<file path="src/rtl/xif_result_buffer_pkg.sv">
// Shared CV-X-IF types for the result buffer.
//   X_ID_WIDTH  : offload instruction ID width
//   x_commit_t  : commit channel payload {id, commit_kill}
//   x_result_t  : result channel payload
//   rb_entry_t  : one in-flight slot of the result buffer
package xif_result_buffer_pkg;

   localparam int X_ID_WIDTH = 4;

   typedef struct packed {
      logic [X_ID_WIDTH-1:0] id;
      logic                  commit_kill;
   } x_commit_t;

   typedef struct packed {
      logic [X_ID_WIDTH-1:0] id;
      logic [31:0]           data;
      logic [4:0]            rd;
      logic                  we;
      logic [5:0]            ecsdata;
      logic [2:0]            ecswe;
      logic                  exc;
      logic [5:0]            exccode;
      logic                  err;
      logic                  dbg;
   } x_result_t;

   typedef struct packed {
      logic                  valid;
      logic [X_ID_WIDTH-1:0] id;
      logic [4:0]            rd;
      logic                  writeback;
      logic                  committed;
      logic                  killed;
      logic                  has_result;
      logic [31:0]           data;
      logic                  exc;
      logic [5:0]            exccode;
   } rb_entry_t;

endpackage

</file>
<file path="src/rtl/xif_id_match.sv">
// Parallel ID lookup over all buffer slots.
//   entry_valid_i / entry_id_i : slot occupancy and stored IDs
//   commit_* / exec_*          : lookup strobes and IDs
//   commit_hit_o / exec_hit_o  : per-slot match vectors (one-hot while IDs
//                                in flight are unique)
module xif_id_match #(
   parameter int DEPTH = 4,
   parameter int ID_W  = 4
) (
   input  logic [DEPTH-1:0]           entry_valid_i,
   input  logic [DEPTH-1:0][ID_W-1:0] entry_id_i,
   input  logic                       commit_valid_i,
   input  logic [ID_W-1:0]            commit_id_i,
   input  logic                       exec_valid_i,
   input  logic [ID_W-1:0]            exec_id_i,
   output logic [DEPTH-1:0]           commit_hit_o,
   output logic [DEPTH-1:0]           exec_hit_o
);

   for (genvar g = 0; g < DEPTH; g++) begin : g_slot
      assign commit_hit_o[g] = commit_valid_i && entry_valid_i[g] &&
                               (entry_id_i[g] == commit_id_i);
      assign exec_hit_o[g]   = exec_valid_i && entry_valid_i[g] &&
                               (entry_id_i[g] == exec_id_i);
   end

endmodule

</file>
<file path="src/rtl/xif_result_buffer.sv">
// In-order result buffer for a CV-X-IF coprocessor.
// Accepted issues take a slot at the tail; commit and execution results
// are matched by ID in any order; results leave from the head strictly in
// issue order. Killed entries retire silently once their result arrives.
//   clk_i, rst_i          : clock, synchronous active-high reset
//   issue_*               : issue channel observation (allocation)
//   commit_valid_i/commit_i : commit / kill by ID
//   exec_*                : execution unit write-back (always accepted)
//   result_valid_o/ready_i/result_o : result channel to the core
module xif_result_buffer
   import xif_result_buffer_pkg::*;
#(
   parameter int DEPTH = 4,
   parameter int ID_W  = X_ID_WIDTH
) (
   input  logic            clk_i,
   input  logic            rst_i,
   input  logic            issue_valid_i,
   output logic            issue_ready_o,
   input  logic [ID_W-1:0] issue_id_i,
   input  logic            issue_accept_i,
   input  logic            issue_writeback_i,
   input  logic [4:0]      issue_rd_i,
   input  logic            commit_valid_i,
   input  x_commit_t       commit_i,
   input  logic            exec_valid_i,
   input  logic [ID_W-1:0] exec_id_i,
   input  logic [31:0]     exec_data_i,
   input  logic            exec_exc_i,
   input  logic [5:0]      exec_exccode_i,
   output logic            result_valid_o,
   input  logic            result_ready_i,
   output x_result_t       result_o
);

   localparam int PTR_W = (DEPTH > 1) ? $clog2(DEPTH) : 1;
   localparam int CNT_W = $clog2(DEPTH + 1);

   rb_entry_t                  ent [DEPTH];
   logic [PTR_W-1:0]           head, tail;
   logic [CNT_W-1:0]           occ;

   logic [DEPTH-1:0]           ent_valid;
   logic [DEPTH-1:0][ID_W-1:0] ent_id;
   logic [DEPTH-1:0]           commit_hit, exec_hit;
   logic [ID_W-1:0]            commit_id;

   rb_entry_t                  head_ent, new_ent;
   logic                       head_live, head_drop, retire, alloc;
   logic                       alloc_commit, alloc_exec;

   assign commit_id = ID_W'(commit_i.id);

   always_comb begin
      for (int i = 0; i < DEPTH; i++) begin
         ent_valid[i] = ent[i].valid;
         ent_id[i]    = ID_W'(ent[i].id);
      end
   end

   xif_id_match #(.DEPTH(DEPTH), .ID_W(ID_W)) u_match (
      .entry_valid_i  (ent_valid),
      .entry_id_i     (ent_id),
      .commit_valid_i (commit_valid_i),
      .commit_id_i    (commit_id),
      .exec_valid_i   (exec_valid_i),
      .exec_id_i      (exec_id_i),
      .commit_hit_o   (commit_hit),
      .exec_hit_o     (exec_hit)
   );

   assign head_ent  = ent[head];
   assign head_live = head_ent.valid && head_ent.committed &&
                      !head_ent.killed && head_ent.has_result;
   assign head_drop = head_ent.valid && head_ent.killed && head_ent.has_result;
   assign retire    = (head_live && result_ready_i) || head_drop;

   // Reset masks the outputs immediately so nothing stale is presented
   // while the registers are being cleared.
   assign result_valid_o = head_live && !rst_i;
   assign issue_ready_o  = rst_i || (occ != CNT_W'(DEPTH));
   assign alloc          = issue_valid_i && issue_ready_o && issue_accept_i;

   // Commit / exec arriving in the same cycle as the allocation of their ID
   // land directly in the new slot.
   assign alloc_commit = commit_valid_i && (commit_id == issue_id_i);
   assign alloc_exec   = exec_valid_i && (exec_id_i == issue_id_i);

   always_comb begin
      new_ent            = '0;
      new_ent.valid      = 1'b1;
      new_ent.id         = X_ID_WIDTH'(issue_id_i);
      new_ent.rd         = issue_rd_i;
      new_ent.writeback  = issue_writeback_i;
      new_ent.committed  = alloc_commit && !commit_i.commit_kill;
      new_ent.killed     = alloc_commit && commit_i.commit_kill;
      new_ent.has_result = alloc_exec;
      if (alloc_exec) begin
         new_ent.data    = exec_data_i;
         new_ent.exc     = exec_exc_i;
         new_ent.exccode = exec_exccode_i;
      end
   end

   always_comb begin
      result_o = '0;
      if (result_valid_o) begin
         result_o.id      = head_ent.id;
         result_o.data    = head_ent.data;
         result_o.rd      = head_ent.rd;
         result_o.we      = head_ent.writeback && !head_ent.exc;
         result_o.exc     = head_ent.exc;
         result_o.exccode = head_ent.exccode;
      end
   end

   // Only the first commit and the first result for a slot are taken; a
   // repeat cannot disturb a result already being presented.
   always_ff @(posedge clk_i) begin
      if (rst_i) begin
         head <= '0;
         tail <= '0;
         occ  <= '0;
         for (int i = 0; i < DEPTH; i++) ent[i] <= '0;
      end else begin
         for (int i = 0; i < DEPTH; i++) begin
            if (exec_hit[i] && !ent[i].has_result) begin
               ent[i].has_result <= 1'b1;
               ent[i].data       <= exec_data_i;
               ent[i].exc        <= exec_exc_i;
               ent[i].exccode    <= exec_exccode_i;
            end
            if (commit_hit[i] && !ent[i].committed && !ent[i].killed) begin
               if (commit_i.commit_kill) ent[i].killed    <= 1'b1;
               else                      ent[i].committed <= 1'b1;
            end
         end
         if (retire) begin
            ent[head].valid <= 1'b0;
            head            <= head + PTR_W'(1);
         end
         // Tail never equals a live head here: allocation is blocked when full.
         if (alloc) begin
            ent[tail] <= new_ent;
            tail      <= tail + PTR_W'(1);
         end
         case ({alloc, retire})
            2'b10:   occ <= occ + CNT_W'(1);
            2'b01:   occ <= occ - CNT_W'(1);
            default: occ <= occ;
         endcase
      end
   end

endmodule

</file>
<file path="config.mk">
export PLATFORM = sky130hd
export DESIGN_NAME = xif_result_buffer
export DESIGN_NICKNAME = d
export VERILOG_FILES = /design/src/rtl/xif_result_buffer_pkg.sv /design/src/rtl/xif_id_match.sv /design/src/rtl/xif_result_buffer.sv
export SDC_FILE = /design/constraint.sdc
export NUM_CORES = 1
export LEC_CHECK = 0
export CAP_MARGIN = 30
export CELL_PAD_IN_SITES_DETAIL_PLACEMENT = 0
export CELL_PAD_IN_SITES_GLOBAL_PLACEMENT = 2
export CORE_ASPECT_RATIO = 1.25
export CORE_UTILIZATION = 40
export CTS_CLUSTER_DIAMETER = 120
export DETAILED_ROUTE_END_ITERATION = 7
export PLACE_DENSITY_LB_ADDON = 0.1
export SETUP_SLACK_MARGIN = 0.02
export SLEW_MARGIN = 10
export SYNTH_ARGS = -nofsm -noshare
export SYNTH_HDL_FRONTEND = slang
export SYNTH_SLANG_ARGS = --single-unit
</file>
<file path="constraint.sdc">
create_clock -name clk_i -period 3.4 [get_ports clk_i]
set_input_delay 0.34 -clock clk_i [delete_from_list [all_inputs] [get_ports clk_i]]
set_output_delay 0.34 -clock clk_i [all_outputs]
set_load 0.02 [all_outputs]
</file>
==> Implementation_results.wiki <==
{| class="wikitable"
! Metric !! Value
|-
| R2R Setup Slk || between 0.6 and 0.7 ns
|-
| Transition time of the tightest slew-check pin || 0.6763 ns
|-
| Hold bufs inserted after CTS || 0
|-
| Total iterations of the first detailed-routing run || 4
|-
| Latest clock arrival within the worst-skew pair || around 0.53 ns
|-
| Max transition margin || 0.5456
|-
| Cells along the critical path || mux4_2 -> or4_4 -> nor2b_1 -> clkdlybuf4s50_1
|-
| First-iteration detailed-routing DRC count || 455
|-
| Distinct cells, synth || 40
|-
| Root buffer cell || sky130_fd_sc_hd__clkbuf_16
|-
| Longest individual stage delay on the worst path || 0.68 ns
|-
| Number of global-route vias before repair || about 7,700
|-
| Sink Count || around 220
|-
| Hold worst-path end || occ[2]
|-
| Number of setup violations in the final report || 0
|-
| FF-to-FF path depth || 10
|-
| Fraction of synthesis flops using an asynchronous set or reset pin || 0
|-
| Number of max-cap violations || 0
|-
| Floorplan die area || around 28,000 um^2
|-
| Count of synthesis-stage warnings from yosys || 0
|-
| Final min period || roughly 3.3 ns
|-
| Arrival time of data at the critical path endpoint || about 3 ns
|-
| Count of pins on the block boundary || roughly 130
|-
| Mapped Avg Cell Area || approximately 14 um^2
|-
| Number of storage elements in the synthesis netlist || 221
|-
| Synth Flop Type || sky130_fd_sc_hd__edfxtp_1
|-
| Xor/xnor share of the synthesized area || 0.03432
|-
| Setup Crit Path Kind || reg2out
|-
| Max Clk Rate || ~300 MHz
|-
| Layout overhead on the synthesized area || 22.05%
|-
| Overflow after GRT || 0
|-
| Area share of and/or/nand/nor cells after synthesis || 0.08951
|-
| Run status || finished, final reports clean
|-
| Hold WC Path Type || reg2reg
|-
| Worst setup slack before clock tree synthesis || 0.3252 ns
|-
| Most common cell after layout, fill and taps aside || sky130_fd_sc_hd__edfxtp_1
|-
| Post-synth design cell area || about 11,000 um^2
|-
| Setup crit start kind || flop
|-
| Max FO, Critical Path || 6
|-
| Residual antenna-violating net count after detailed routing || 0
|-
| Share of synthesized cell area in full adder, half adder and majority cells || 0.01209
|-
| Initial antenna violation count || 2
|-
| GRT Util Overall || 0.2323
|-
| PD cells || between 400 and 500 nW/um^2
|-
| Mux share of post-synthesis cell area || 0.1115
|-
| H-Tree Depth || 1
|-
| Number of vias after detailed routing || approximately 7,200
|-
| Startpoint of the most critical hold path || occ[2]
|-
| Setup repair after global routing missed its margin || yes
|-
| Highest-count cells in the layout ignoring fill and taps || sky130_fd_sc_hd__edfxtp_1 (202), sky130_fd_sc_hd__a21boi_0 (156), sky130_fd_sc_hd__clkdlybuf4s50_1 (69), sky130_fd_sc_hd__mux4_2 (51), sky130_fd_sc_hd__nor2b_1 (48)
|-
| Slowest-stage cell, CP || sky130_fd_sc_hd__or4_4
|-
| Synth Instances || just under 800
|-
| Final period util || 0.9789
|-
| Antenna diode instance count || 0
|-
| Final Routed Wirelength || 31,870 um
|-
| Final hold viol count || 0
|-
| Post-layout power || 6.018 mW
|-
| Endpoint of the lowest-slack register-to-register path || occ[2]
|-
| Layout cells sized above 1 || 0.1549
|-
| TritonCTS clock tree || built
|-
| Pin count of the biggest net entering global routing || 41
|-
| Max Buffers Root-to-Sink || 3
|-
| Detailed-route DRC error count || 0
|-
| Clock transition at path regs || 0.06 ns
|-
| Via-to-Cell Ratio || 5.705
|-
| Number of cells traversed by the worst hold path || 2
|-
| Least setup slack across all paths after layout || around 0.072 ns
|-
| Compound-Gate Fraction of Synth Area || 0.1278
|-
| Worst voltage drop across the vdd grid || 0.0003282 V
|-
| Core ar. || 26,910 um^2
|-
| Die Y || 187.2 um
|-
| Final Skew || 0.02620 ns
|-
| Horizontal die dimension || 150.1 um
|-
| Beginning of the worst register-to-register path || ent[3][52]
|-
| Nets || 982
|-
| Starting Density || 0.4078
|-
| Leakage power figure || 4.949 nW
|-
| Number of core rows || 67
|-
| Main combinational cell family by area after synthesis || compound AO/OA/AOI/OAI gates
|-
| Number of buffers inserted by port buffering || about 120
|-
| Register area share after synthesis || 0.5875
|-
| CTS Buf Count || 25
|-
| Setup Total Neg Slack || 0 ns
|-
| Crit. Startpoint || ent[3][40]
|-
| Required time of the critical path || 3.06 ns
|-
| Half-perimeter wire length of the detailed placement result || 17,140 um
|-
| First-pass GRT wire length || 47,420 um
|-
| Setup crit end kind || primary output
|-
| Routed wirelength normalized by instance count || between 20 and 30 um
|-
| RePlAce Congestion || 0.8406
|-
| Utilization after layout || 0.4977
|-
| Final Max Tran Viols || 0
|-
| EDFF count, synth || around 200
|}
-- worst max-delay path: cells and delay by family (launching register included) --
family / cells / cell delay [ns]
muxes: 1 / 0.62
DFF: 1 / 0.40
and+or+nand+nor: 2 / 0.83
buffers and inverters: 1 / 0.61
-- registers in the layout, summed over array words and instances, names as in the netlist, named ones only --
register / flops
head: 2
tail: 2
occ: 3
ent: 212
-- how the worst max path moves through the flow --
| stage | cells after the start | end |
|---|---|---|
| floorplan | 9 | occ[2] |
| global route | 6 | result_o[29] |
| finish | 4 | result_o[55] |
| global placement | 5 | result_o[18] |
| detailed placement | 5 | result_o[18] |
| CTS | 4 | result_o[51] |
-- layout make-up --
class,count,area (um^2)
clock inverters,13,87.58
clock buffers,30,644.4
multi-input cells,491,4248
inverters,16,60.06
fillers,2335,13520
repair buffers,152,1470
well taps,345,431.7
flip-flops and latches,221,6451
-- layer usage --
layer / global-route usage / wire, um
met5: 0 / 13
met4: 0.09285 / 850
met3: 0.03415 / 1757
met2: 0.4014 / 16700
met1: 0.2897 / 12540
-- logic make-up (layout without fill, tap and decap cells) --
kind of cell / Yosys count / in the layout
simple gates: 173 / 178
fa+ha+maj: 10 / 10
compound gates: 191 / 191
mux: 58 / 58
buf+inv: 94 / 211
xor+xnor: 43 / 43
other cells: 1 / 11
flops: 221 / 221
-- through the flow --
step           instance area [um^2]  instances  hold WS [ns]
3_3_place_gp                  12500       1206        0.4793
2_1_floorplan                 11010        801        0.4618
3_5_place_dp                  12500       1206        0.5080
5_1_grt                       13390       1268        0.5413
4_1_cts                       13300       1259        0.5163
6_report                      13390       1268        0.5224
-- Yosys cell counts (5+ instances only) --
master / n / area (um^2)
sky130_fd_sc_hd__nor3_1: 17 / 85.08
sky130_fd_sc_hd__buf_4: 12 / 90.09
sky130_fd_sc_hd__clkbuf_1: 55 / 206.5
sky130_fd_sc_hd__a31oi_1: 13 / 81.33
sky130_fd_sc_hd__nand4_1: 9 / 56.30
sky130_fd_sc_hd__edfxtp_1: 202 / 6066
sky130_fd_sc_hd__nor2b_1: 48 / 300.3
sky130_fd_sc_hd__buf_1: 5 / 18.77
sky130_fd_sc_hd__and2_1: 43 / 269.0
sky130_fd_sc_hd__a21boi_0: 156 / 1171
sky130_fd_sc_hd__nor2_1: 11 / 41.29
sky130_fd_sc_hd__dfxtp_1: 19 / 380.4
sky130_fd_sc_hd__buf_2: 6 / 30.03
sky130_fd_sc_hd__xor2_1: 39 / 341.6
sky130_fd_sc_hd__inv_1: 16 / 60.06
sky130_fd_sc_hd__ha_1: 9 / 112.6
sky130_fd_sc_hd__mux4_2: 51 / 1149
sky130_fd_sc_hd__nand3_1: 6 / 30.03
sky130_fd_sc_hd__nand2_1: 28 / 105.1
sky130_fd_sc_hd__a21oi_1: 7 / 35.03
-- timing repair --
item                       CTS  global route
gates cloned                 5             0
gates resized for setup     46            10
pin swaps                    3             2
setup buffers                5             9
setup endpoints to repair   50            13
-- power breakdown --
group / total [mW] / switching, mW / internal [mW]
registers: 3.11 / 0.0402 / 3.07
clock network: 2.48 / 1.07 / 1.41
logic: 0.421 / 0.225 / 0.195
total: 6.02 / 1.33 / 4.68
Power figures use the tool's default switching activity.
